==> src/rtl/rpn_bcd_stack_if.sv <==
// Keypad-side bus of the RPN BCD calculator core: key input plus display/status outputs.
// Ports: key_code/key_valid (keypad -> core); view_bcd, view_idx, sp, view_not_top,
// busy, error (core -> display). Master = keypad/display side, slave = calculator core.
interface rpn_bcd_stack_if #(
    parameter int DIGITS = 4,
    parameter int DEPTH  = 16,
    parameter int PTR_W  = 4
);
    logic [4:0]          key_code;
    logic                key_valid;
    logic [4*DIGITS-1:0] view_bcd;
    logic [PTR_W-1:0]    view_idx;
    logic [PTR_W-1:0]    sp;
    logic                view_not_top;
    logic                busy;
    logic                error;

    modport master (
        output key_code, key_valid,
        input  view_bcd, view_idx, sp, view_not_top, busy, error
    );

    modport slave (
        input  key_code, key_valid,
        output view_bcd, view_idx, sp, view_not_top, busy, error
    );
endinterface

==> src/rtl/rpn_bcd_stack.sv <==
// RPN calculator core: DEPTH-entry stack of DIGITS-digit packed-BCD numbers (DIGITS >= 2),
// keyed by 5-bit codes; add/subtract run one BCD digit per clock through a single digit adder.
// Latency: single-cycle keys 1 clock after the key edge, PLUS/MINUS DIGITS+2 clocks; view
// outputs one clock later. Backpressure: key edges arriving while busy are dropped.
// Ports: clk, rst (async active-high), bus (rpn_bcd_stack_if.slave).
// Optional feature: define RPN_SWAP_EN to implement SWAP (10111); otherwise it is a NOP.
module rpn_bcd_stack #(
    parameter int DIGITS = 4,
    parameter int DEPTH  = 16,
    parameter int PTR_W  = 4
) (
    input  logic           clk,
    input  logic           rst,
    rpn_bcd_stack_if.slave bus
);
    localparam int W     = 4 * DIGITS;
    localparam int CNT_W = $clog2(DIGITS) + 1;

    localparam logic [4:0] K_PLUS  = 5'b10000;
    localparam logic [4:0] K_MINUS = 5'b10001;
    localparam logic [4:0] K_BACKS = 5'b10010;
    localparam logic [4:0] K_ENTER = 5'b10011;
    localparam logic [4:0] K_UP    = 5'b10100;
    localparam logic [4:0] K_DOWN  = 5'b10101;
`ifdef RPN_SWAP_EN
    localparam logic [4:0] K_SWAP  = 5'b10111;
`endif
    localparam logic [4:0] K_CLEAR = 5'b11000;

    typedef enum logic [1:0] {IDLE, EXEC, ARITH, WRITE} state_t;

    state_t           state_q, state_d;
    logic [4:0]       key_q, key_d;
    logic             key_prev_q, key_prev_d;
    logic [W-1:0]     stack_q [DEPTH];
    logic [W-1:0]     stack_d [DEPTH];
    logic [PTR_W-1:0] sp_q, sp_d;
    logic [PTR_W-1:0] view_idx_q, view_idx_d;
    logic             error_q, error_d;
    logic [W-1:0]     a_q, a_d, b_q, b_d, res_q, res_d;
    logic             carry_q, carry_d;
    logic             sub_q, sub_d;
    logic [PTR_W-1:0] dest_q, dest_d;
    logic [CNT_W-1:0] cnt_q, cnt_d;
    logic [W-1:0]     view_bcd_q, view_bcd_d;
    logic             view_not_top_q, view_not_top_d;

    logic [W-1:0] top;
    logic         key_event;
    logic         follow_sp;
    logic [4:0]   sum5, diff5;
    logic [3:0]   dig;
    logic         cout;

    assign top       = stack_q[sp_q];
    // Previous sample resets high so a key held through reset release is not an event.
    assign key_event = bus.key_valid & ~key_prev_q;

    // One decimal digit of A op B, least significant digit sits in bits [3:0].
    assign sum5  = {1'b0, a_q[3:0]} + {1'b0, b_q[3:0]} + {4'b0000, carry_q};
    assign diff5 = {1'b0, a_q[3:0]} - {1'b0, b_q[3:0]} - {4'b0000, carry_q};

    always_comb begin
        dig  = 4'd0;
        cout = 1'b0;
        if (sub_q) begin
            // Negative difference wraps in 5 bits; adding 10 to the low nibble gives the digit.
            dig  = diff5[4] ? diff5[3:0] + 4'd10 : diff5[3:0];
            cout = diff5[4];
        end else begin
            dig  = (sum5 > 5'd9) ? sum5[3:0] + 4'd6 : sum5[3:0];
            cout = (sum5 > 5'd9);
        end
    end

    always_comb begin
        state_d        = state_q;
        key_d          = key_q;
        key_prev_d     = bus.key_valid;
        stack_d        = stack_q;
        sp_d           = sp_q;
        view_idx_d     = view_idx_q;
        error_d        = error_q;
        a_d            = a_q;
        b_d            = b_q;
        res_d          = res_q;
        carry_d        = carry_q;
        sub_d          = sub_q;
        dest_d         = dest_q;
        cnt_d          = cnt_q;
        view_bcd_d     = stack_q[view_idx_q];
        view_not_top_d = (view_idx_q != sp_q);
        follow_sp      = 1'b0;

        case (state_q)
            IDLE: begin
                if (key_event) begin
                    key_d   = bus.key_code;
                    state_d = EXEC;
                end
            end
            EXEC: begin
                state_d = IDLE;
                if (key_q == K_CLEAR) begin
                    for (int i = 0; i < DEPTH; i++) stack_d[i] = '0;
                    sp_d      = '0;
                    error_d   = 1'b0;
                    follow_sp = 1'b1;
                end else if (error_q) begin
                    // First key after an error only acknowledges it.
                    error_d = 1'b0;
                end else if (!key_q[4]) begin
                    if (key_q[3:0] <= 4'd9) begin
                        if (top[W-1 -: 4] == 4'd0) stack_d[sp_q] = {top[W-5:0], key_q[3:0]};
                        follow_sp = 1'b1;
                    end
                end else begin
                    case (key_q)
                        K_ENTER: begin
                            if (top != '0) begin
                                if (sp_q != PTR_W'(DEPTH - 1)) begin
                                    sp_d          = sp_q + PTR_W'(1);
                                    stack_d[sp_d] = '0;
                                end else begin
                                    error_d = 1'b1;
                                end
                            end
                            follow_sp = 1'b1;
                        end
                        K_PLUS, K_MINUS: begin
                            sub_d   = (key_q == K_MINUS);
                            carry_d = 1'b0;
                            cnt_d   = '0;
                            if (top != '0 && sp_q != '0) begin
                                a_d     = stack_q[sp_q - PTR_W'(1)];
                                b_d     = top;
                                dest_d  = sp_q - PTR_W'(1);
                                state_d = ARITH;
                            end else if (top == '0 && sp_q >= PTR_W'(2)) begin
                                // Empty edit entry: operate on the two entries below it.
                                a_d     = stack_q[sp_q - PTR_W'(2)];
                                b_d     = stack_q[sp_q - PTR_W'(1)];
                                dest_d  = sp_q - PTR_W'(2);
                                state_d = ARITH;
                            end else begin
                                if (top == '0 && sp_q == PTR_W'(1)) sp_d = '0;
                                follow_sp = 1'b1;
                            end
                        end
                        K_BACKS: begin
                            if (top != '0) stack_d[sp_q] = {4'd0, top[W-1:4]};
                            else if (sp_q != '0) sp_d = sp_q - PTR_W'(1);
                            follow_sp = 1'b1;
                        end
                        K_UP: begin
                            if (view_idx_q != '0) view_idx_d = view_idx_q - PTR_W'(1);
                        end
                        K_DOWN: begin
                            if (view_idx_q < sp_q) view_idx_d = view_idx_q + PTR_W'(1);
                        end
`ifdef RPN_SWAP_EN
                        K_SWAP: begin
                            if (sp_q != '0) begin
                                stack_d[sp_q]             = stack_q[sp_q - PTR_W'(1)];
                                stack_d[sp_q - PTR_W'(1)] = top;
                            end
                            follow_sp = 1'b1;
                        end
`endif
                        default: ;
                    endcase
                end
            end
            ARITH: begin
                a_d     = a_q >> 4;
                b_d     = b_q >> 4;
                res_d   = {dig, res_q[W-1:4]};
                carry_d = cout;
                cnt_d   = cnt_q + CNT_W'(1);
                if (cnt_q == CNT_W'(DIGITS - 1)) state_d = WRITE;
            end
            WRITE: begin
                state_d = IDLE;
                if (carry_q) begin
                    error_d = 1'b1;
                end else begin
                    stack_d[dest_q] = res_q;
                    for (int i = 0; i < DEPTH; i++) begin
                        if (PTR_W'(i) > dest_q) stack_d[i] = '0;
                    end
                    sp_d = dest_q;
                end
                follow_sp = 1'b1;
            end
            default: state_d = IDLE;
        endcase

        if (follow_sp) view_idx_d = sp_d;
    end

    always_ff @(posedge clk or posedge rst) begin
        if (rst) begin
            state_q        <= IDLE;
            key_q          <= '0;
            key_prev_q     <= 1'b1;
            for (int i = 0; i < DEPTH; i++) stack_q[i] <= '0;
            sp_q           <= '0;
            view_idx_q     <= '0;
            error_q        <= 1'b0;
            a_q            <= '0;
            b_q            <= '0;
            res_q          <= '0;
            carry_q        <= 1'b0;
            sub_q          <= 1'b0;
            dest_q         <= '0;
            cnt_q          <= '0;
            view_bcd_q     <= '0;
            view_not_top_q <= 1'b0;
        end else begin
            state_q        <= state_d;
            key_q          <= key_d;
            key_prev_q     <= key_prev_d;
            stack_q        <= stack_d;
            sp_q           <= sp_d;
            view_idx_q     <= view_idx_d;
            error_q        <= error_d;
            a_q            <= a_d;
            b_q            <= b_d;
            res_q          <= res_d;
            carry_q        <= carry_d;
            sub_q          <= sub_d;
            dest_q         <= dest_d;
            cnt_q          <= cnt_d;
            view_bcd_q     <= view_bcd_d;
            view_not_top_q <= view_not_top_d;
        end
    end

    assign bus.view_bcd     = view_bcd_q;
    assign bus.view_idx     = view_idx_q;
    assign bus.sp           = sp_q;
    assign bus.view_not_top = view_not_top_q;
    assign bus.busy         = (state_q != IDLE);
    assign bus.error        = error_q;
endmodule

==> src/flat_wrapper.sv <==
// flat-port wrapper written by rule: the top's interface ports become plain ports
module rpn_bcd_stack_flat 
#(
    parameter int DIGITS = 4,
    parameter int DEPTH  = 16,
    parameter int PTR_W  = 4
)
  (clk, rst, bus_key_code, bus_key_valid, bus_view_bcd, bus_view_idx, bus_sp, bus_view_not_top, bus_busy, bus_error);
  rpn_bcd_stack_if #(.DIGITS(DIGITS), .DEPTH(DEPTH), .PTR_W(PTR_W)) bus_i ();
  input  logic clk;
  input  logic rst;
  input wire logic [$bits(bus_i.key_code)-1:0] bus_key_code;
  input wire logic [$bits(bus_i.key_valid)-1:0] bus_key_valid;
  output wire logic [$bits(bus_i.view_bcd)-1:0] bus_view_bcd;
  output wire logic [$bits(bus_i.view_idx)-1:0] bus_view_idx;
  output wire logic [$bits(bus_i.sp)-1:0] bus_sp;
  output wire logic [$bits(bus_i.view_not_top)-1:0] bus_view_not_top;
  output wire logic [$bits(bus_i.busy)-1:0] bus_busy;
  output wire logic [$bits(bus_i.error)-1:0] bus_error;
  assign bus_i.key_code = bus_key_code;
  assign bus_i.key_valid = bus_key_valid;
  assign bus_view_bcd = bus_i.view_bcd;
  assign bus_view_idx = bus_i.view_idx;
  assign bus_sp = bus_i.sp;
  assign bus_view_not_top = bus_i.view_not_top;
  assign bus_busy = bus_i.busy;
  assign bus_error = bus_i.error;
  rpn_bcd_stack #(.DIGITS(DIGITS), .DEPTH(DEPTH), .PTR_W(PTR_W)) u_core (.clk(clk), .rst(rst), .bus(bus_i));
endmodule
==> config.mk <==
export PLATFORM = sky130hd
export DESIGN_NAME = rpn_bcd_stack_flat
export DESIGN_NICKNAME = d
export VERILOG_FILES = /design/src/rtl/rpn_bcd_stack_if.sv /design/src/rtl/rpn_bcd_stack.sv /design/src/flat_wrapper.sv
export SDC_FILE = /design/constraint.sdc
export NUM_CORES = 2
export LEC_CHECK = 0
export BUFFER_PORTS_ARGS = -buffer_cell sky130_fd_sc_hd__buf_2
export CAP_MARGIN = 0
export CELL_PAD_IN_SITES_DETAIL_PLACEMENT = 0
export CELL_PAD_IN_SITES_GLOBAL_PLACEMENT = 2
export CORE_AREA = 2 2 450 229
export DETAILED_ROUTE_END_ITERATION = 7
export DIE_AREA = 0 0 452 231
export PLACE_DENSITY = 0.57
export SLEW_MARGIN = 20
export SYNTH_ARGS = -nofsm -noshare
export SYNTH_HDL_FRONTEND = slang
export SYNTH_SLANG_ARGS = --single-unit
==> constraint.sdc <==
create_clock -name clk -period 29 [get_ports clk]
set_input_delay 1.45 -clock clk [delete_from_list [all_inputs] [get_ports clk]]
set_output_delay 1.45 -clock clk [all_outputs]
set_load 0.01 [all_outputs]
======== After elaboration in Yosys (flattened, before gate mapping) ========
Index checks and enable logic that the tools add are counted.
W data, S select, Z words.
storage, ports and cells
  register bits after elaboration ......... 347
  bits of input ports ..................... 8
operators by class
  add/sub/neg operators ................... 12
  $lt $le $gt $ge ......................... 29
  eq/ne operators ......................... 34
  multiplexer cells ....................... 124
  bitwise operators ....................... 12
  reduce and logical (&&, ||, !) cells .... 30
operators with widths
  kind                  count
  $mux W256             9
  $pmux W256 S2         2
  $bwmux W256           3
  $mux W16              39
  $and A256 B256 Y256   1
  $bmux W16 S4          4
  $not A256 Y256        1
  $demux W16 S4         3
  $mux W4               23
  $pmux W16 S2          2
  $eq A5 B5 Y1 const B  7
  $gt A4 B4 Y1 const A  8
  $ge A5 B5 Y1 const B  6
  $not A4 Y5            6
  $ne A5 B5 Y1 const B  4
  $mux W1               18
  $gt A3 B4 Y1 const A  4
  $logic_not A16 Y1     1
  $mux W2               8
  $pmux W4 S2           2
  $reduce_bool A16 Y1   1
  $lt A5 B1 Y1 const B  3
  $mux W3               4
  $pmux W4 S3           1
  other kinds (44)      81

======== Logic depth before layout (Yosys ltp) ========
  depth in word-level cells ............... 15
  gate-level depth with buffers ........... 17
  gate-level depth less buffers ........... 13

======== Least setup slack after synthesis ========
No wires, ideal clock.
  kind .................................... flip-flop to flip-flop
  start point ............................. register u_core.sp_q[0], in the netlist u_core.bus.sp[0]
  end point ............................... register u_core.b_q[4]
  library setup time ...................... 0.138 ns
  arrival ................................. 4.796 ns
  slack ................................... 24.066 ns
  cell stages (with the launch flop) ...... 16
  cell sequence ........................... dfrtp_1 > buf_6 > buf_6 > buf_4 > buf_2 > buf_2 > buf_2 > buf_2 > inv_1 > ha_1 > clkbuf_1 > xnor2_1 > clkbuf_1 > mux4_2 > a22oi_1 > o211ai_1
on the way
  word-level cells in the longest chain between the ends .. 12
  elaborated cells on any way between the ends .. 24
  those cells by class .................... add/sub (1); order compare (1); eq/ne (1); mux (13); bitwise (2); reduce/logical (6)
RTL lines
  element                                                                RTL line                                    source
  start, declared                                                        rpn_bcd_stack.sv:37                         logic [PTR_W-1:0] sp_q, sp_d;
  start signal, assigned                                                 rpn_bcd_stack.sv:224                        sp_q <= sp_d;
  $sub A4 B1 Y4 or $not A4 Y5 (tied branches)                            rpn_bcd_stack.sv:142, rpn_bcd_stack.sv:55
  $not A4 Y5 (implied by the code) or $bmux W16 S4 (tied branches)       rpn_bcd_stack.sv:142, rpn_bcd_stack.sv:55
  $bmux W16 S4 or $mux W16 (tied branches)                               rpn_bcd_stack.sv:142, rpn_bcd_stack.sv:55
  $mux W16, on equally long branches                                     rpn_bcd_stack.sv:142, rpn_bcd_stack.sv:55
  $mux W16 (implied by the code) or $reduce_bool A16 Y1 (tied branches)  rpn_bcd_stack.sv:142, rpn_bcd_stack.sv:134
  $mux W16 or $logic_and A1 B1 Y1 (tied branches)                        rpn_bcd_stack.sv:139, rpn_bcd_stack.sv:134
  $mux W16                                                               rpn_bcd_stack.sv:134                        if (top != '0 && sp_q != '0) begin
  $mux W16                                                               rpn_bcd_stack.sv:118                        case (key_q)
  $mux W16                                                               rpn_bcd_stack.sv:112                        end else if (!key_q[4]) begin
  $mux W16                                                               rpn_bcd_stack.sv:109                        end else if (error_q) begin
  $mux W16                                                               rpn_bcd_stack.sv:104                        if (key_q == K_CLEAR) begin
  $pmux W16 S2                                                           rpn_bcd_stack.sv:95                         case (state_q)
  end signal, assigned                                                   rpn_bcd_stack.sv:211                        b_q <= '0;
  end signal, assigned                                                   rpn_bcd_stack.sv:228                        b_q <= b_d;
  end, declared                                                          rpn_bcd_stack.sv:40                         logic [W-1:0] a_q, a_d, b_q, b_d, res_q, res_d;
Several ways; a longest one is shown, not always the timed one. The select of a mux whose other input is x is not followed.
A chain may end at the register's enable or synchronous reset.

======== Worst setup path in the final report ========
  start point ............................. register u_core.sp_q[1], in the netlist u_core.bus.sp[1]
  end point ............................... register u_core.stack_q[118] (netlist name)
on the way
  word-level cells in the longest chain between the ends .. 15
  elaborated cells on any way between the ends .. 38
  those cells by class .................... add/sub (1); order compare (4); eq/ne (5); mux (19); bitwise (4); reduce/logical (5)
RTL lines
  element                                                             RTL line              source
  $add A4 B1 Y4                                                       rpn_bcd_stack.sv:122  sp_d = sp_q + PTR_W'(1);
  $not A4 Y5 (implied by the code)                                    rpn_bcd_stack.sv:123  stack_d[sp_d] = '0;
  $ge A5 B5 Y1 (implied by the code) or $lt A5 B1 Y1 (tied branches)  rpn_bcd_stack.sv:123
  $logic_and A1 B1 Y1 (implied by the code)                           rpn_bcd_stack.sv:123
  $mux W16 (implied by the code)                                      rpn_bcd_stack.sv:123
  $demux W16 S4                                                       rpn_bcd_stack.sv:123
  $not A256 Y256 (no source line)                                     --
  $and A256 B256 Y256 (no source line)                                --
  $mux W256                                                           rpn_bcd_stack.sv:121  if (sp_q != PTR_W'(DEPTH - 1)) begin
  $mux W256                                                           rpn_bcd_stack.sv:120  if (top != '0) begin
  $pmux W256 S2                                                       rpn_bcd_stack.sv:118
  $mux W256                                                           rpn_bcd_stack.sv:112
  $mux W256                                                           rpn_bcd_stack.sv:109
  $mux W256                                                           rpn_bcd_stack.sv:104
  $pmux W256 S2                                                       rpn_bcd_stack.sv:95
  end signal, assigned                                                rpn_bcd_stack.sv:223  stack_q <= stack_d;
  end, declared                                                       rpn_bcd_stack.sv:35   logic [W-1:0] stack_q [DEPTH];
Several ways; a longest one is shown, not always the timed one. The select of a mux whose other input is x is not followed.

==> qor.yml <==
synth_top_area_share: 0.289
cp_slowest_cell: "clkinv_1"
drt_wl_total_um: 174000
initialDrtViolationCount: 4731
netlist-cell-type-count: 82
slowest_delay_ns: 1.14
clockPowerShare: 0.135
routed_via_density: 7.09
met3_usage: 0.135
syn_nets: 3020
p_leak_uw: 0.0125
end_kind: "register"
overflow: 0
die_h_um: 231
ys_warn_count: 0
cts_resized: 0
drc: 0
rsz0062_at_grt: "false"
ff2ff_setup_slack_ns: 21.86
nets: 2854
synth_cells: 2978
worstSetupStartpoint: "u_core.bus.sp[1]"
syn_area_mm2: 0.0300
final_common_cell: "a21oi_1"
max_slew_margin: 0.170
area_growth_pct: 9.83
placed_area_mm2: 0.0315
grt_use_met2: 0.419
power_density_mw_per_mm2: 128
drive_gt1_frac: 0.307
synth_top_family_by_area: "multiplexers"
crit_top_cell: "buf_4"
cp_max_fo: 46
yosysTopAreaCell: "dfrtp_1"
combPwrFrac: 0.626
cts_buffers: 41
crit_chain: "buf_4, buf_4, clkinv_1, a311oi_1, o2111a_1, and4_1, nand2_2, o211ai_4, a221o_1, mux2_2"
mostFrequentLayoutCells: "a21oi_1 (589), dfrtp_1 (339), mux2_2 (287)"
synth-simple-area-share: 0.0793
setup_viol: 0
cts.sinks: 347
p_sw_uw: 2270
grt_busiest_layer: "met1"
vdd_ir_drop_max_mv: 0.0668
regArea_mm2: 0.00871
max-cap-violations: 0
utilization: 0.326
finClkSkew_ns: 0.0355
seq_area_frac_synth: 0.290
setup_ws_ns: 21.86
multi_input_comb_area_mm2: 0.0200
start_kind: "register"
dp_slack_ns: 22.12
yosys-top-cells-area: "dfrtp_1 (29%), mux4_2 (21%), mux2_2 (11%), a21oi_1 (10%), clkbuf_1 (3.3%)"
gp_congestion: 0.922
clkSlewWorstSetupHoldPaths_ns: 0.07
fin_tns_setup_ns: 0
fin_crit_ns: 7.14
synth_compound_area_frac: 0.222
grt_pass1_wl_um: 238000
synth_adder_area_share: 0.0155
antenna_left: 0
clock_path_buffers: 3
cts_tree: "built"
rr_startpoint: "u_core.bus.sp[1]"
routedWlPerCell_um: 41.3
grt_use_met1: 0.475
avgSynthCellArea_um2: 10.1
fill_cells: 10100
grt_max_degree: 145
hold_depth: 2
initial_core_util: 0.297
first_global_vias: 27800
hold_viol: 0
post_cts_buffers: 0
hold_end: "u_core.b_q[1]"
dp_hpwl_um: 112000
clock.fmax_mhz: 140
num_rows: 83
rr_endpoint: "u_core.stack_q[118]"
die_area_mm2: 0.104
stdcell_area_mm2: 0.0329
pin_count: 35
crit_arrival_ns: 7.63
pwr-share-seq: 0.238
path_class: "register to register"
worstMarginPinSlew_ns: 1.24
outcome: "finished clean"
worstHoldPathType: "register to register"
drv_slew: 0
clk_latency_ns: 0.64
grt_use_total: 0.324
min_from: "u_core.b_q[5]"
io_buffers: 34
synthXorXnorAreaFrac: 0.00643
cts_htree_levels: 2
hold_buffers: 0
synthArstFlopShare: 1.00
fp.dieW_um: 452
reg2reg_depth: 10
vias: 29800
crit_family: "compound AO/OA/AOI/OAI gates"
core_mm2: 0.101
synth_edf_count: 0
sw_frac_of_total: 0.538
antenna_found_initial: 18
drt_first_pass_iters: 6
cts_root_buf: "clkbuf_16"
timing.final.crit_share: 0.246
synth_flop_cell: "dfrtp_1"
cp.required_ns: 29.50
fin_cells: 4207
synth-seq-cells: 347
p_int_uw: 1950
crit_buf_inv: 3
synthMuxAreaShare: 0.333
placed_cells: 4129
## tightest hold or removal path, stage by stage, from the launching register on
cell and delay [ns]:
dfrtp_1 0.34, nand2_1 0.05, o211ai_1 0.07
## registers in the layout, indices dropped and copies added (netlist names), named ones only
signal / flops
u_core.stack_q: 256
u_core.a_q: 16
u_core.b_q: 16
u_core.bus.view_bcd: 16
u_core.res_q: 16
u_core.key_q: 5
u_core.bus.sp: 4
u_core.bus.view_idx: 4
u_core.dest_q: 4
u_core.cnt_q: 3
u_core.bus.error: 1
u_core.bus.view_not_top: 1
u_core.carry_q: 1
u_core.key_prev_q: 1
u_core.state_q: 1
u_core.sub_q: 1
## cell usage after synthesis, drive strengths merged, types with 3 or more instances
cell	count
nand2b	7
a221o	4
mux2	287
xnor2	17
o21a	3
dfrtp	346
a21o	3
nor3b	3
a22oi	83
o41ai	4
and3	6
inv	22
nand3b	3
o22ai	70
a32oi	5
fa	5
a311oi	3
or2	6
o21ai	139
nand4	4
clkbuf	265
mux2i	36
a211oi	15
a221oi	4
buf	89
mux4	284
o31ai	9
or3	3
nor4	3
nor2	79
o32ai	105
o211ai	23
xor2	5
nand3	39
a31oi	13
and2	16
nor3	32
nand2	185
nor2b	26
or4	60
o221ai	3
a21oi	604
ha	29
## how the worst max path moves through the flow
| stage | end | cells past startpoint |
|---|---|---|
| floorplan | asynchronous set/reset pin | 1 |
| global placement | u_core.stack_q[118] | 12 |
| detailed placement | u_core.stack_q[118] | 12 |
| CTS | u_core.stack_q[118] | 12 |
| global route | u_core.stack_q[122] | 12 |
| finish | u_core.stack_q[118] | 10 |
## cell type report
class	instances	area share
Sequential cell	347	0.265
Tap cell	1360	0.0517
Clock buffer	61	0.0381
Timing Repair Buffer	145	0.0313
Clock inverter	14	0.00323
Multi-Input combinational cell	2255	0.608
Inverter	22	0.00274
Antenna cell	3	0.000228
## power groups by stage
stage               Combinational, µW  Clock (µW)  Sequential [µW]
floorplan                        1620           0              805
global route                     2710         595             1020
finish                           2640         571             1010
CTS                              2550         578              981
detailed placement               2540           0              989
global placement                 2520           0              971
## per-stage QoR
stage               hold WS, ns  total power, µW
floorplan                 0.463             2430
global placement          0.485             3490
detailed placement        0.484             3530
CTS                       0.500             4110
global route              0.525             4320
finish                    0.498             4220
## per-layer routing
layer | share of wire | vias up
li1 | - | 11400
met1 | 0.44 | 15600
met2 | 0.38 | 2338
met3 | 0.14 | 386
met4 | 0.036 | 8
met5 | 0.00029 | -
## logic make-up after synthesis
kind of cell,after synthesis
fa+ha+maj,34
buf+inv,376
flops,347
compound gates,1112
mux,607
simple gates,480
xor+xnor,22
No activity file was read; power rests on OpenSTA's default activity.
